File: src/rtl/zjh_voter.sv
// N-channel bitwise voter: registered input stage, vote stage with a
// persistence filter on the result, per-channel disagreement flags and a
// saturating disagreement counter.
module zjh_voter #(
   parameter int N    = 3,
   parameter int W    = 1,
   parameter int FILT = 2,
   parameter int CW   = 8
) (
   input  logic           clk,
   input  logic           rst_n,
   input  logic           en,
   input  logic           in_valid,
   input  logic [N*W-1:0] din,
   input  logic [1:0]     mode,
   input  logic           clr_cnt,
   output logic [W-1:0]   y,
   output logic           out_valid,
   output logic [N-1:0]   ch_err,
   output logic [CW-1:0]  err_cnt
);

   typedef enum logic [1:0] {
      VOTE_MAJ = 2'b00,
      VOTE_MIN = 2'b01,
      VOTE_AND = 2'b10,
      VOTE_OR  = 2'b11
   } vote_mode_t;

   localparam logic [3:0] FILT_V = 4'(FILT);

   logic [N*W-1:0] din_q;
   vote_mode_t     mode_q;
   logic           s1_valid;

   logic [W-1:0]   cand;
   logic [3:0]     stab;

   logic [W-1:0]   maj;
   logic [W-1:0]   vote;
   logic [N-1:0]   ch_err_nx;
   logic [3:0]     stab_nx;

   // Per-bit vote functions over the registered channels; channel errors
   // are always judged against the majority, whatever the mode.
   always_comb begin
      maj       = '0;
      vote      = '0;
      ch_err_nx = '0;
      for (int unsigned b = 0; b < W; b++) begin
         logic [4:0] ones;
         logic       all1;
         logic       any1;
         ones = '0;
         all1 = 1'b1;
         any1 = 1'b0;
         for (int unsigned k = 0; k < N; k++) begin
            ones = ones + 5'(din_q[k*W + b]);
            all1 = all1 & din_q[k*W + b];
            any1 = any1 | din_q[k*W + b];
         end
         maj[b] = (ones > 5'(N / 2));
         case (mode_q)
            VOTE_MAJ: vote[b] = maj[b];
            VOTE_MIN: vote[b] = ~maj[b];
            VOTE_AND: vote[b] = all1;
            default:  vote[b] = any1;
         endcase
      end
      for (int unsigned k = 0; k < N; k++) begin
         ch_err_nx[k] = (din_q[k*W +: W] != maj);
      end
   end

   // Filter stability counter: restart on a new candidate, else count up to FILT.
   always_comb begin
      stab_nx = 4'd1;
      if (vote == cand) begin
         stab_nx = (stab >= FILT_V) ? FILT_V : stab + 4'd1;
      end
   end

   // Input stage: capture sample and mode, track stage-1 valid.
   always_ff @(posedge clk or negedge rst_n) begin
      if (!rst_n) begin
         din_q    <= '0;
         mode_q   <= VOTE_MAJ;
         s1_valid <= 1'b0;
      end else if (en) begin
         s1_valid <= in_valid;
         if (in_valid) begin
            din_q  <= din;
            mode_q <= vote_mode_t'(mode);
         end
      end
   end

   // Vote stage: filter, output, error flags and counter; en=0 freezes all but out_valid.
   always_ff @(posedge clk or negedge rst_n) begin
      if (!rst_n) begin
         cand      <= '0;
         stab      <= '0;
         y         <= '0;
         out_valid <= 1'b0;
         ch_err    <= '0;
         err_cnt   <= '0;
      end else if (!en) begin
         out_valid <= 1'b0;
      end else begin
         out_valid <= s1_valid;
         if (s1_valid) begin
            cand   <= vote;
            stab   <= stab_nx;
            ch_err <= ch_err_nx;
            if (stab_nx == FILT_V) begin
               y <= vote;
            end
         end
         if (clr_cnt) begin
            err_cnt <= '0;
         end else if (s1_valid && (ch_err_nx != '0) && (err_cnt != '1)) begin
            err_cnt <= err_cnt + CW'(1);
         end
      end
   end

endmodule

File: config.mk
export PLATFORM = sky130hd
export DESIGN_NAME = zjh_voter
export DESIGN_NICKNAME = d
export VERILOG_FILES = /design/src/rtl/zjh_voter.sv
export SDC_FILE = /design/constraint.sdc
export NUM_CORES = 1
export LEC_CHECK = 0
export ABC_AREA = 1
export CORE_MARGIN = 5
export CORE_UTILIZATION = 40
export CTS_CLUSTER_DIAMETER = 80
export DETAILED_ROUTE_END_ITERATION = 16
export GPL_ROUTABILITY_DRIVEN = 0
export PLACE_DENSITY_LB_ADDON = 0.2
export SLEW_MARGIN = 30
export SYNTH_ARGS = -nofsm -noshare
export SYNTH_HDL_FRONTEND = slang
export SYNTH_SLANG_ARGS = --single-unit
File: constraint.sdc
create_clock -name clk -period 1.53 [get_ports clk]
set_input_delay 0.306 -clock clk [delete_from_list [all_inputs] [get_ports clk]]
set_output_delay 0.306 -clock clk [all_outputs]
set_load 0.01 [all_outputs]
After elaboration in Yosys (flattened, before gate mapping)
Index checks and enable logic that the tools add are counted.
{ "totals": {"word_cells": 43, "out_inout_bits": 13, "register_bits": 24} }
{ "classes": {"n_addsub": 4, "n_reduce_logical": 9, "magnitude_cmp": 2, "n_eq_ne": 8, "n_bitwise": 5, "mux": 6} }
{ "op_table": {"columns": ["operator", "n"], "rows": [
  ["2-to-1 mux 8 bit", 2],
  ["adder 8 x 1 -> 8 bit, second input constant", 1],
  ["2-to-1 mux 4 bit", 2],
  ["inequality test 8 bit, second input constant", 1],
  ["AND reduction 2 bit", 3],
  ["adder 4 x 1 -> 4 bit, second input constant", 1],
  ["== test 4 x 2 -> 1 bit, second input constant", 1],
  ["greater-or-equal comparator 4 x 2 -> 1 bit, second input constant", 1],
  ["adder 2 x 1 -> 3 bit", 1],
  ["> comparator 3 x 1 -> 1 bit, second input constant", 1],
  ["inequality test 1 bit", 3],
  ["case mux 1 bit (3 select lines)", 1],
  ["AND reduction 3 bit", 1],
  ["nonzero test 3 bit", 1],
  ["adder 1 x 1 -> 2 bit", 1],
  ["bitwise AND 1 bit", 2],
  ["== test 2 x 1 -> 1 bit, second input constant", 1],
  ["== test 2 bit, second input constant", 1],
  ["logical AND 1 bit", 2],
  ["logical NOT 2 bit", 1],
  ["OR 1 bit", 2],
  ["nonzero test 2 bit", 1],
  ["== test 1 bit", 1],
  ["2-to-1 mux 1 bit", 1],
  ["NOT 1 bit", 1]
]} }

Logic depth before layout (Yosys ltp)
Gate-level depths: netlist of the first run.
{ "logic_depth": {"ltp_word": 9, "ltp_mapped": 11, "mapped_depth_nobuf": 11} }

Least setup slack after synthesis of the first run
Ideal clock, no wire load.
{ "synth_timing": {"kind": "flip-flop to flip-flop", "startpoint": "reg din_q[0]", "endpoint": "reg err_cnt[6]", "slack_ns": 0.058, "setup_ns": 0.118, "arrival_time_ns": 1.354, "required_ns": 1.412, "path_stages_with_launch": 12, "path_cell_list": "dfrtp_1 > ha_1 > nand2_2 > nand2_4 > nand2_1 > nand2_2 > nand3_2 > nand2_2 > nand2_4 > nand2_4 > nand2_1 > nand2_1"} }
{ "synth_via": {"elab_chain_len": 9} }
{ "synth_rtl": {"columns": ["item", "line_no", "source"], "rows": [
  ["from (decl)", "32", "logic [N*W-1:0] din_q;"],
  ["from (signal assigned)", "92", "din_q <= din;"],
  ["adder 1 x 1 -> 2 bit", "58", "ones = ones + 5'(din_q[k*W + b]);"],
  ["adder 2 x 1 -> 3 bit", "58", null],
  ["> comparator 3 x 1 -> 1 bit", "62", "maj[b] = (ones > 5'(N / 2));"],
  ["inequality test 1 bit", "71", "ch_err_nx[k] = (din_q[k*W +: W] != maj);"],
  ["nonzero test 3 bit *", "121", "end else if (s1_valid && (ch_err_nx != '0) && (err_cnt != '1)) begin"],
  ["logical AND 1 bit * (2 in a row)", "121", null],
  ["nonzero test 2 bit (no line) *", null, null],
  ["AND reduction 2 bit (no line) *", null, null],
  ["to (signal assigned)", "122", "err_cnt <= err_cnt + CW'(1);"],
  ["to (decl)", "20", "output logic [CW-1:0] err_cnt"]
]} }
Mark *: on every way between the ends. The rest lies on a longest branch, timed or not.
A chain may end at the register's enable or synchronous reset.

Worst setup path after layout of the first run
{ "layout_timing": {"startpoint": "reg din_q[2]", "endpoint": "reg err_cnt[1]"} }
{ "layout_via": {"elab_chain_len": 8} }
{ "layout_rtl": {"columns": ["item", "line_no"], "rows": [
  ["adder 2 x 1 -> 3 bit", "58"],
  ["> comparator 3 x 1 -> 1 bit", "62"],
  ["inequality test 1 bit", "71"],
  ["nonzero test 3 bit *", "121"],
  ["logical AND 1 bit * (2 in a row)", "121"],
  ["nonzero test 2 bit (no line) *", null],
  ["AND reduction 2 bit (no line) *", null]
]} }
Marks and branches as above.

==> results of run 1 <==
-- where the power goes --
group	switching, mW	internal (mW)
Sequential	0.0729	0.739
Clock	0.186	0.145
Combinational	0.387	0.314
Total	0.646	1.20
-- final cells by class --
type,instances,area (µm²)
multi-input combinational,124,676
fill,315,1280
clock buffer,4,36.3
tap,44,55.1
sequential,24,601
timing repair buffer,44,384
inverter,16,67.6
-- cell families (layout without fill, tap and decap cells) --
| group | Yosys count | in the layout |
|---|---|---|
| XOR/XNOR | 4 | 4 |
| buffers and inverters | 18 | 64 |
| AND/OR/NAND/NOR | 105 | 105 |
| adder cells (fa/ha/maj) | 4 | 4 |
| AO/OA/AOI/OAI | 11 | 11 |
| flip-flops | 24 | 24 |
-- state kept, by name, indices dropped and copies added, names as in the netlist --
signal	cells
s1_valid	1
err_cnt	8
y	1
stab	4
mode_q	2
din_q	3
out_valid	1
ch_err	3
cand	1
-- repair_timing --
action / 4_1_cts / 5_1_grt
setup endpoints to repair: 20 / 17
buffers inserted: 11 / 2
resized for setup: 12 / 16
pin swaps: 3 / 6
-- cells in the mapped netlist --
cell type | instances | share of area [%]
a21oi_1 | 5 | 1.9
a31oi_1 | 1 | 0.48
and3_1 | 1 | 0.48
clkbuf_1 | 1 | 0.29
clkbuf_8 | 1 | 1.0
dfrtp_1 | 24 | 46
ha_1 | 4 | 3.8
inv_1 | 13 | 3.7
inv_2 | 2 | 0.57
inv_8 | 1 | 0.86
nand2_1 | 46 | 13
nand2_2 | 6 | 2.9
nand2_4 | 3 | 2.6
nand3_1 | 23 | 8.8
nand3_2 | 1 | 0.76
nand4_1 | 5 | 2.4
nor2_1 | 17 | 4.9
nor2_2 | 2 | 0.95
nor3_1 | 1 | 0.38
o21ai_0 | 5 | 1.9
xnor2_1 | 1 | 0.67
xor2_1 | 3 | 2.0
-- stage by stage --
stage               utilization [%]  setup WS [ns]
floorplan                         -         0.0582
CTS                            56.7        -0.0608
detailed placement             52.9        -0.0355
finish                         58.6        -0.0794
global placement               52.9        -0.0100
global route                   58.6         -0.178
-- cells in the final DEF, fill, tap and decap left out --
cell type and instances:
o21ai_0 5, inv_8 1, clkbuf_4 3, xor2_1 3, clkbuf_2 1, nand2_2 14
nor2_2 3, clkdlybuf4s50_1 9, clkbuf_8 1, xnor2_1 1, inv_1 13, nand3_1 20
ha_1 4, a21oi_1 5, nand4_1 5, dfrtp_1 24, nand2_1 38, nand2_8 1
dlymetal6s2s_1 5, a31oi_1 1, dlygate4sd2_1 7, nor2_1 16, and3_1 1, buf_4 22
nand2_4 2, nor3_1 1, nand3_2 4, inv_2 2
-- metal layers --
metal	track usage, %	vias up	share of wire, %
li1	-	629	-
met1	18.9	549	45
met2	23.4	20	50
met3	2.50	2	4.0
met4	3.80	0	0.68
met5	0	-	0
-- path summary, 6_finish.rpt --
| kind | to | slack [ns] | from | cells past startpoint |
|---|---|---|---|---|
| hold / removal | out_valid$_DFF_PN0_ | 0.33 | rst_n | 2 |
| hold reg to reg | y$_DFFE_PN0P_ | 0.49 | y$_DFFE_PN0P_ | 2 |
| min in group clk | y$_DFFE_PN0P_ | 0.49 | y$_DFFE_PN0P_ | 2 |
| max in group asynchronous | ch_err[1]$_DFFE_PN0P_ | 0.97 | rst_n | 2 |
| setup / recovery | err_cnt[1]$_DFFE_PN0P_ | -0.08 | din_q[2]$_DFFE_PN0P_ | 11 |
| setup reg to reg | err_cnt[1]$_DFFE_PN0P_ | -0.08 | din_q[2]$_DFFE_PN0P_ | 11 |
-- worst max-delay path, stage by stage (launching register included) --
cell	delay, ns
dfrtp_1	0.41
ha_1	0.31
nand2_2	0.12
nand2_4	0.09
nand2_2	0.06
nand2_2	0.06
nand3_2	0.07
nand2_2	0.08
nand2_4	0.12
nand2_8	0.08
nand2_1	0.07
nand2_1	0.05
==> results by group, run 1 <==
Final layout
  • Diodes inserted: 0
  • Nets: 227
  • Design Area, Final: 1820 µm²
  • Area delta synth->final: 38.3%
  • Non-filler cells, final: 256
  • Layout cells sized above 1: 25.5%

Clocking
  • Clock Latency Late Sink: 0.30 ns
  • Root Buffer: clkbuf_4
  • Cts hold-fix bufs: 0
  • Clock buffer count from CTS: 3
  • Clock slew at reported path FFs: 0.13 ns
  • CTS sink count: 24
  • Clock H-tree levels: 1
  • CTS tree: built
  • Max Root-Sink Buffers: 2

Route
  • Vias per Instance: 4.69
  • Final wirelength: 2.78 mm
  • Post-route DRC violation count: 0
  • 1st-pass router iterations: 4
  • Vias: 1,200
  • Initial drt markers: 54
  • Wire length per cell: 10.9 µm
  • Routed Antenna Nets: 0

Floorplan
  • Core area: 3100 µm²
  • Die Ht: 67.3 µm
  • Initial Utilization: 42.4%
  • Die Area: 4530 µm²
  • # IOs: 23
  • DIE WIDTH: 67.3 µm
  • Row Count: 20

Global routing
  • Pin count of the biggest net entering global routing: 25
  • GRT Resource Usage Total: 14.1%
  • Vias in the first global route: 1,122
  • First-pass GRT wire length: 4.96 mm
  • Antenna violations before repair: 0
  • Overflow after GRT: 0

Timing
  • Final Cycle Share: 105%
  • Slew @ Worst Pin: 0.301 ns
  • TNS Setup: -0.588 ns
  • Final Hold Fails: 0
  • Fin crit period: 1.61 ns
  • Final setup fails: 9
  • Fin. max-slew vios: 0
  • RSZ-0062 raised after global routing: yes
  • Slew Limit Headroom: 79.9%
  • Max Clock Skew: 0.00251 ns
  • Final hold slack: 0.333 ns
  • Post-route setup slack: -0.0794 ns
  • Fmax: 0.621 GHz

Critical path
  • Crit. End Element: flip-flop
  • CP Max Fanout: 8
  • Worst Path Arrival: 1.82 ns
  • Startpoint Class: flip-flop
  • CP Class: reg -> reg
  • WP data required: 1.74 ns

Min path
  • Hold WC Path Type: in -> async

Power
  • Lkg Pwr: 1.03 nW
  • Power per Cell Area: 1010 nW/µm²
  • Total Power: 1.84 mW
  • Worst VDD drop: 0.409 mV

Logic synthesis
  • Syn_area_per_cell: 7.92 µm²
  • XOR/XNOR share of the synthesized area: 2.66%
  • Synthesized area: 1320 µm²
  • Synth Area in Compound Gates: 4.28%
  • Largest family of logic cells by synthesized area: simple AND/OR/NAND/NOR gates
  • Mux cell area share after synthesis: 0%
  • Net Count, Synth: 180
  • Syn. warnings: 0
  • Register bit total from synthesis: 24
  • Post-synth cell types: 22
  • Adder-Cell Fraction of Synth Area: 3.81%
  • Synth Area in Simple Gates: 37.1%
  • Seq/Total Area, Yosys: 45.7%
  • Cells after Synth: 166

Placed design
  • Dpl cell area: 1640 µm²
  • # port buffers: 22
  • Placed Cells: 239
  • Hpwl dp: 2.13 mm

Flow run
  • Max_cap viols: 0

Outcome
  • Status: finished with violations
  • Failing checks: negative setup slack
(Power assumes the default switching activity.)
==> inputs of run 2 (changes only) <==
==> constraint.sdc (replaced) <==
create_clock -name clk -period 1.53 [get_ports clk]
set_input_delay 0.459 -clock clk [delete_from_list [all_inputs] [get_ports clk]]
set_output_delay 0.459 -clock clk [all_outputs]
set_load 0.01 [all_outputs]
==> results by group, run 2 (same netlist as run 1, synthesis figures left out) <==
Clocking
  • Clock slew at reported path FFs: 0.13 ns (about the same)
  • Cts hold-fix bufs: 0 (unchanged)
  • CTS sink count: 24 (unchanged)
  • Clock Latency Late Sink: 0.32 ns (+0.02 ns)
  • Root Buffer: clkbuf_4
  • Clock H-tree levels: 1 (unchanged)
  • Max Root-Sink Buffers: 2 (unchanged)
  • Clock buffer count from CTS: 3 (unchanged)
  • CTS tree: built

Floorplan
  • Row Count: 20 (unchanged)
  • Die Ht: 67.3 µm (unchanged)
  • Core area: 3100 µm² (unchanged)
  • Initial Utilization: 42.4% (unchanged)
  • DIE WIDTH: 67.3 µm (unchanged)
  • Die Area: 4530 µm² (unchanged)
  • # IOs: 23 (unchanged)

Final layout
  • Biggest regs: err_cnt: 8 flops, stab: 4 flops
  • Nets: 234 (+3.1%)
  • Area delta synth->final: 44.6%
  • Most common cell after layout, fill and taps aside: nand2_1
  • Highest-count cells in the layout ignoring fill and taps: nand2_1 (38), buf_4 (28), dfrtp_1 (24)
  • Diodes inserted: 0 (unchanged)
  • Layout cells sized above 1: 31.2% (+5.7 points)
  • Reg with most FFs: err_cnt
  • Fillers: 292 (-7.3%)
  • Number of flip-flops in the largest register: 8 (unchanged)

Global routing
  • Antenna violations before repair: 0 (unchanged)
  • Vias in the first global route: 1,121 (-0.089%)
  • Overflow after GRT: 0 (unchanged)
  • GRT Resource Usage Total: 14.1% (-0.070 points)
  • First-pass GRT wire length: 4.89 mm (-1.4%)
  • Pin count of the biggest net entering global routing: 25 (unchanged)

Critical path
  • WP data required: 1.80 ns (+0.06 ns)
  • Worst Path Arrival: 1.82 ns (about the same)
  • CP Class: reg -> reg
  • Crit. End Element: flip-flop
  • CP Cell Sequence: ha_4 -> nand2_4 -> nand2_4 -> nand2_2 -> nand2_2 -> nand3_2 -> nand2_2 -> nand2_4 -> nand2_8 -> nand2_1 -> nand2_1
  • Startpoint Class: flip-flop
  • CP Max Fanout: 8 (unchanged)
  • Slowest CP cell: dfrtp_1
  • CP max stage delay: 0.43 ns (+0.02 ns)

Timing
  • Final Hold Fails: 0 (unchanged)
  • RSZ-0062 raised after global routing: yes
  • Fmax: 0.644 GHz (+3.7%)
  • Fin crit period: 1.55 ns (-0.0575 ns)
  • Max Clock Skew: 0.00475 ns (+0.00224 ns)
  • Slew @ Worst Pin: 0.314 ns (+0.0127 ns)
  • Final Cycle Share: 101% (-3.8 points)
  • Final setup fails: 7 (-2)
  • Post-route setup slack: -0.0220 ns (+0.0575 ns)
  • Fin. max-slew vios: 0 (unchanged)
  • Slew Limit Headroom: 79.0% (-0.85 points)

Power
  • Total Power: 1.91 mW (+3.5%)
  • Worst VDD drop: 0.477 mV (+17%)
  • Power per Cell Area: 1000 nW/µm² (-0.95%)
  • Lkg Pwr: 1.00 nW (-2.9%)

Placed design
  • Hpwl dp: 2.12 mm (-0.61%)
  • Post-Place Worst Slack: -0.114 ns (-0.0784 ns)
  • # port buffers: 22 (unchanged)

Route
  • Vias per Instance: 4.77 (+1.7%)
  • Final wirelength: 2.98 mm (+7.3%)
  • Wire length per cell: 11.4 µm (+4.9%)
  • Vias: 1,249 (+4.1%)
  • Post-route DRC violation count: 0 (unchanged)
  • Initial drt markers: 89 (+65%)
  • 1st-pass router iterations: 4 (unchanged)
  • Routed Antenna Nets: 0 (unchanged)

Outcome
  • Status: finished with violations
  • Failing checks: negative setup slack

Flow run
  • Max_cap viols: 0 (unchanged)

Min path
  • Hold WC Path Type: in -> async
-- run 2: cell types whose count changed in the layout (fill, tap and decap cells not counted), moves of 2 or more --
cell            delta
ha_1               -2
ha_4               +2
buf_4              +6
nand3_1            -3
nand3_2            +3
buf_6              +2
o21ai_2            +2
dlymetal6s2s_1     -5
dlygate4sd2_1      +5
o21ai_0            -2
-- run 2: worst paths after layout --
kind,startpoint,to,slack [ns],depth (start not counted)
max in group asynchronous,rst_n,err_cnt[6]$_DFFE_PN0P_,0.82,2
worst min register to register,y$_DFFE_PN0P_,y$_DFFE_PN0P_,0.49,2
min in group clk,y$_DFFE_PN0P_,y$_DFFE_PN0P_,0.49,2
worst max-delay path,din_q[2]$_DFFE_PN0P_,err_cnt[6]$_DFFE_PN0P_,-0.02,11
worst max register to register,din_q[2]$_DFFE_PN0P_,err_cnt[6]$_DFFE_PN0P_,-0.02,11
worst min-delay path,rst_n,stab[3]$_DFFE_PN0P_,0.48,2
-- run 2: layout make-up --
class	instances	area (µm²)	area share (%)
inverters	16	67.6	3.55
repair buffers	51	428	22.5
clock buffers	3	22.5	1.18
well taps	44	55.1	2.89
multi-input cells	124	728	38.3
flip-flops and latches	24	601	31.6
-- run 2: report_power, final --
| group | leakage [nW] | switching (mW) | internal (mW) | total (mW) |
|---|---|---|---|---|
| combinational | 0.686 | 0.421 | 0.382 | 0.802 |
| clock | 0.0138 | 0.193 | 0.0924 | 0.285 |
| sequential | 0.302 | 0.0824 | 0.739 | 0.821 |
| total | 1.00 | 0.696 | 1.21 | 1.91 |
-- run 2: metrics by stage --
stage | std cells | hold WS (ns) | area [µm²] | TNS, ns | util, %
floorplan | 166 | 0.163 | 1320 | 0 | -
global placement | 243 | 0.462 | 1670 | -0.132 | 53.8
detailed placement | 243 | 0.472 | 1670 | -0.539 | 53.8
CTS | 256 | 0.494 | 1760 | -0.364 | 56.7
global route | 262 | 0.494 | 1900 | -0.966 | 61.3
finish | 262 | 0.477 | 1900 | -0.0664 | 61.3
-- run 2: routing by layer --
| metal | GRT usage (%) | wire (µm) |
|---|---|---|
| met1 | 17.7 | 1310 |
| met2 | 23.8 | 1490 |
| met3 | 2.83 | 123 |
| met4 | 5.06 | 53 |
| met5 | 0 | 0 |
-- run 2: timing repair --
item | 4_1_cts | 5_1_grt
pin swaps | 2 | 11
endpoints found under the setup margin | 22 | 14
setup buffers | 10 | 6
resized for setup | 16 | 26
-- run 2: critical path, delay by kind of cell (launching register included) --
kind | cells | cell delay [ns]
AND/OR/NAND/NOR | 10 | 0.78
adder cells (fa/ha/maj) | 1 | 0.28
flip-flops | 1 | 0.43
==> inputs of run 3 (changes only) <==
--- a/config.mk
+++ b/config.mk
@@ -6,7 +6,8 @@
 export NUM_CORES = 1
 export LEC_CHECK = 0
 export ABC_AREA = 1
-export CORE_MARGIN = 5
+export CORE_ASPECT_RATIO = 2
+export CORE_MARGIN = 3
 export CORE_UTILIZATION = 40
 export CTS_CLUSTER_DIAMETER = 80
 export DETAILED_ROUTE_END_ITERATION = 16
==> results by group, run 3 (same netlist as run 1, synthesis figures left out) <==
Outcome
  • Status: finished with violations
  • Failing checks: negative setup slack

Final layout
  • Diodes inserted: 0 (unchanged)
  • Most common cell after layout, fill and taps aside: nand2_1
  • Final design utilization: 62.4% (+1.1 points)
  • Layout cells sized above 1: 33.6% (+2.5 points)
  • Highest-count cells in the layout ignoring fill and taps: nand2_1 (29), dfrtp_1 (24), buf_4 (22)
  • Fillers: 265 (-9.2%)
  • Register area: 601 µm² (unchanged)
  • Reg with most FFs: err_cnt
  • Number of flip-flops in the largest register: 8 (unchanged)
  • Biggest regs: err_cnt: 8 flops, stab: 4 flops
  • Multi-input logic area: 748 µm² (+2.7%)
  • Nets: 229 (-2.1%)
  • Area delta synth->final: 44.5% (about the same)

Floorplan
  • Row Count: 28 (+40%)
  • Initial Utilization: 43.1% (+0.77 points)
  • DIE WIDTH: 46.5 µm (-31%)
  • Die Area: 4050 µm² (-11%)
  • Core area: 3050 µm² (-1.8%)
  • # IOs: 23 (unchanged)
  • Die Ht: 87.1 µm (+29%)

Critical path
  • Slowest CP cell: dfrtp_1
  • Worst flop-to-flop path startpoint: din_q[0]$_DFFE_PN0P_
  • CP Max Fanout: 8 (unchanged)
  • Worst Path Buf+Inv: 0 (unchanged)
  • CP Cell Sequence: ha_4 -> nand2_4 -> nand2_4 -> nand2_2 -> nand2_2 -> nand3_2 -> nand2_2 -> nand2_4 -> nand2_8 -> nand2_2 -> nand2_2
  • Startpoint Class: flip-flop
  • Crit. End Element: flip-flop
  • Critical path's top delay family: simple AND/OR/NAND/NOR gates
  • R2R setup slack: -0.04 ns (-0.02 ns)
  • CP Class: reg -> reg
  • WP data required: 1.74 ns (-0.06 ns)
  • Worst Path Arrival: 1.78 ns (-0.04 ns)
  • Reg2reg end: err_cnt[0]$_DFFE_PN0P_
  • Worst reg-to-reg path cell count: 11 (unchanged)
  • CP dominant cell by count: nand2_2
  • CP max stage delay: 0.43 ns (about the same)

Clocking
  • Clock slew at reported path FFs: 0.08 ns (-0.05 ns)
  • Clock buffer count from CTS: 3 (unchanged)
  • Root Buffer: clkbuf_8
  • CTS tree: built
  • CTS sink count: 24 (unchanged)
  • Clock H-tree levels: 1 (unchanged)
  • Max Root-Sink Buffers: 2 (unchanged)
  • Cts hold-fix bufs: 0 (unchanged)
  • Clock Latency Late Sink: 0.26 ns (-0.06 ns)

Timing
  • Fin crit period: 1.57 ns (+0.0181 ns)
  • Final Hold Fails: 0 (unchanged)
  • Fmax: 0.637 GHz (-1.1%)
  • Slew @ Worst Pin: 0.342 ns (+0.0276 ns)
  • Post-route setup slack: -0.0400 ns (-0.0181 ns)
  • Final Cycle Share: 103% (+1.2 points)
  • Final setup fails: 9 (+2)
  • Slew Limit Headroom: 77.2% (-1.8 points)
  • Fin. max-slew vios: 0 (unchanged)
  • Max Clock Skew: 0.00207 ns (-0.00268 ns)
  • TNS Setup: -0.271 ns (-0.205 ns)
  • RSZ-0062 raised after global routing: yes
  • Final hold slack: 0.488 ns (+0.0103 ns)

Power
  • Worst VDD drop: 0.724 mV (+52%)
  • Lkg Pwr: 1.00 nW (-0.12%)
  • Power per Cell Area: 1080 nW/µm² (+7.7%)

Route
  • Vias: 1,296 (+3.8%)
  • Vias per Instance: 5.31 (+11%)
  • 1st-pass router iterations: 4 (unchanged)
  • Post-route DRC violation count: 0 (unchanged)
  • Final wirelength: 3.30 mm (+11%)
  • Routed Antenna Nets: 0 (unchanged)
  • Wire length per cell: 13.5 µm (+19%)
  • Initial drt markers: 36 (-60%)

Global routing
  • Antenna violations before repair: 0 (unchanged)
  • First-pass GRT wire length: 5.64 mm (+15%)
  • Pin count of the biggest net entering global routing: 25 (unchanged)
  • GRT Resource Usage Total: 18.3% (+4.2 points)
  • Overflow after GRT: 0 (unchanged)
  • Vias in the first global route: 1,343 (+20%)

Placed design
  • Post-Place Worst Slack: -0.0955 ns (+0.0185 ns)
  • # port buffers: 22 (unchanged)
  • Hpwl dp: 2.39 mm (+13%)

Flow run
  • Max_cap viols: 0 (unchanged)

Min path
  • Hold path depth: 2
  • Hold Startpoint: y$_DFFE_PN0P_
  • Hold WC Path Type: reg -> reg
  • Min-Delay Endpoint: y$_DFFE_PN0P_
[run 3: cell count changes in the layout (fill, tap and decap cells not counted), sizes merged]
cell,change
buf,-6
clkbuf,+1
dlygate4sd2,+1
[run 3: what timing repair did]
item	in CTS	in global routing
setup endpoints to repair	21	14
resized for setup	24	23
pin swaps	9	13
buffers inserted	7	5
hold endpoints to repair	0	0
[run 3: final cells by class]
cell class,instances,share of cell area [%]
timing repair buffer,46,20.6
clock buffer,4,2.90
multi-input combinational,124,39.4
sequential,24,31.6
inverter,16,3.55
tap,30,1.97
[run 3: worst min-delay path, cell delays in order (launching register included)]
cell and delay (ns):
dfrtp_1 0.36, nand2_1 0.05, nand2_1 0.04
[run 3: power breakdown]
part,internal [mW],total [mW],switching [mW],leakage (nW)
clock,0.229,0.426,0.197,0.0288
combinational,0.361,0.804,0.442,0.669
sequential,0.739,0.825,0.0858,0.302
total,1.33,2.05,0.725,1.00
[run 3: worst max path at each step]
stage | start | end | slack [ns] | depth (start not counted)
after floorplan | din_q[0]$_DFFE_PN0P_ | err_cnt[6]$_DFFE_PN0P_ | 0.06 | 11
after global placement | en | y$_DFFE_PN0P_ | -0.08 | 8
after detailed placement | en | y$_DFFE_PN0P_ | -0.1 | 8
after CTS | din_q[2]$_DFFE_PN0P_ | err_cnt[5]$_DFFE_PN0P_ | -0.09 | 11
after global routing | din_q[0]$_DFFE_PN0P_ | err_cnt[0]$_DFFE_PN0P_ | -0.12 | 11
final | din_q[0]$_DFFE_PN0P_ | err_cnt[0]$_DFFE_PN0P_ | -0.04 | 11
[run 3: per-layer routing]
metal	track usage [%]	wire length, µm	part of all wire (%)	up-vias
li1	-	-	-	634
met2	35.4	2010	61	31
met5	0	0	0	-
met4	5.18	29	0.88	0
met3	2.28	101	3.1	4
met1	18.7	1160	35	627
[run 3: metrics by stage]
stage                     cell area [µm²]  total power, mW  std cells
after floorplan                      1320             1.21        166
final                                1900             2.05        244
after global placement               1650             1.46        228
after global routing                 1900             2.21        244
after CTS                            1770             1.94        239
after detailed placement             1650             1.49        228
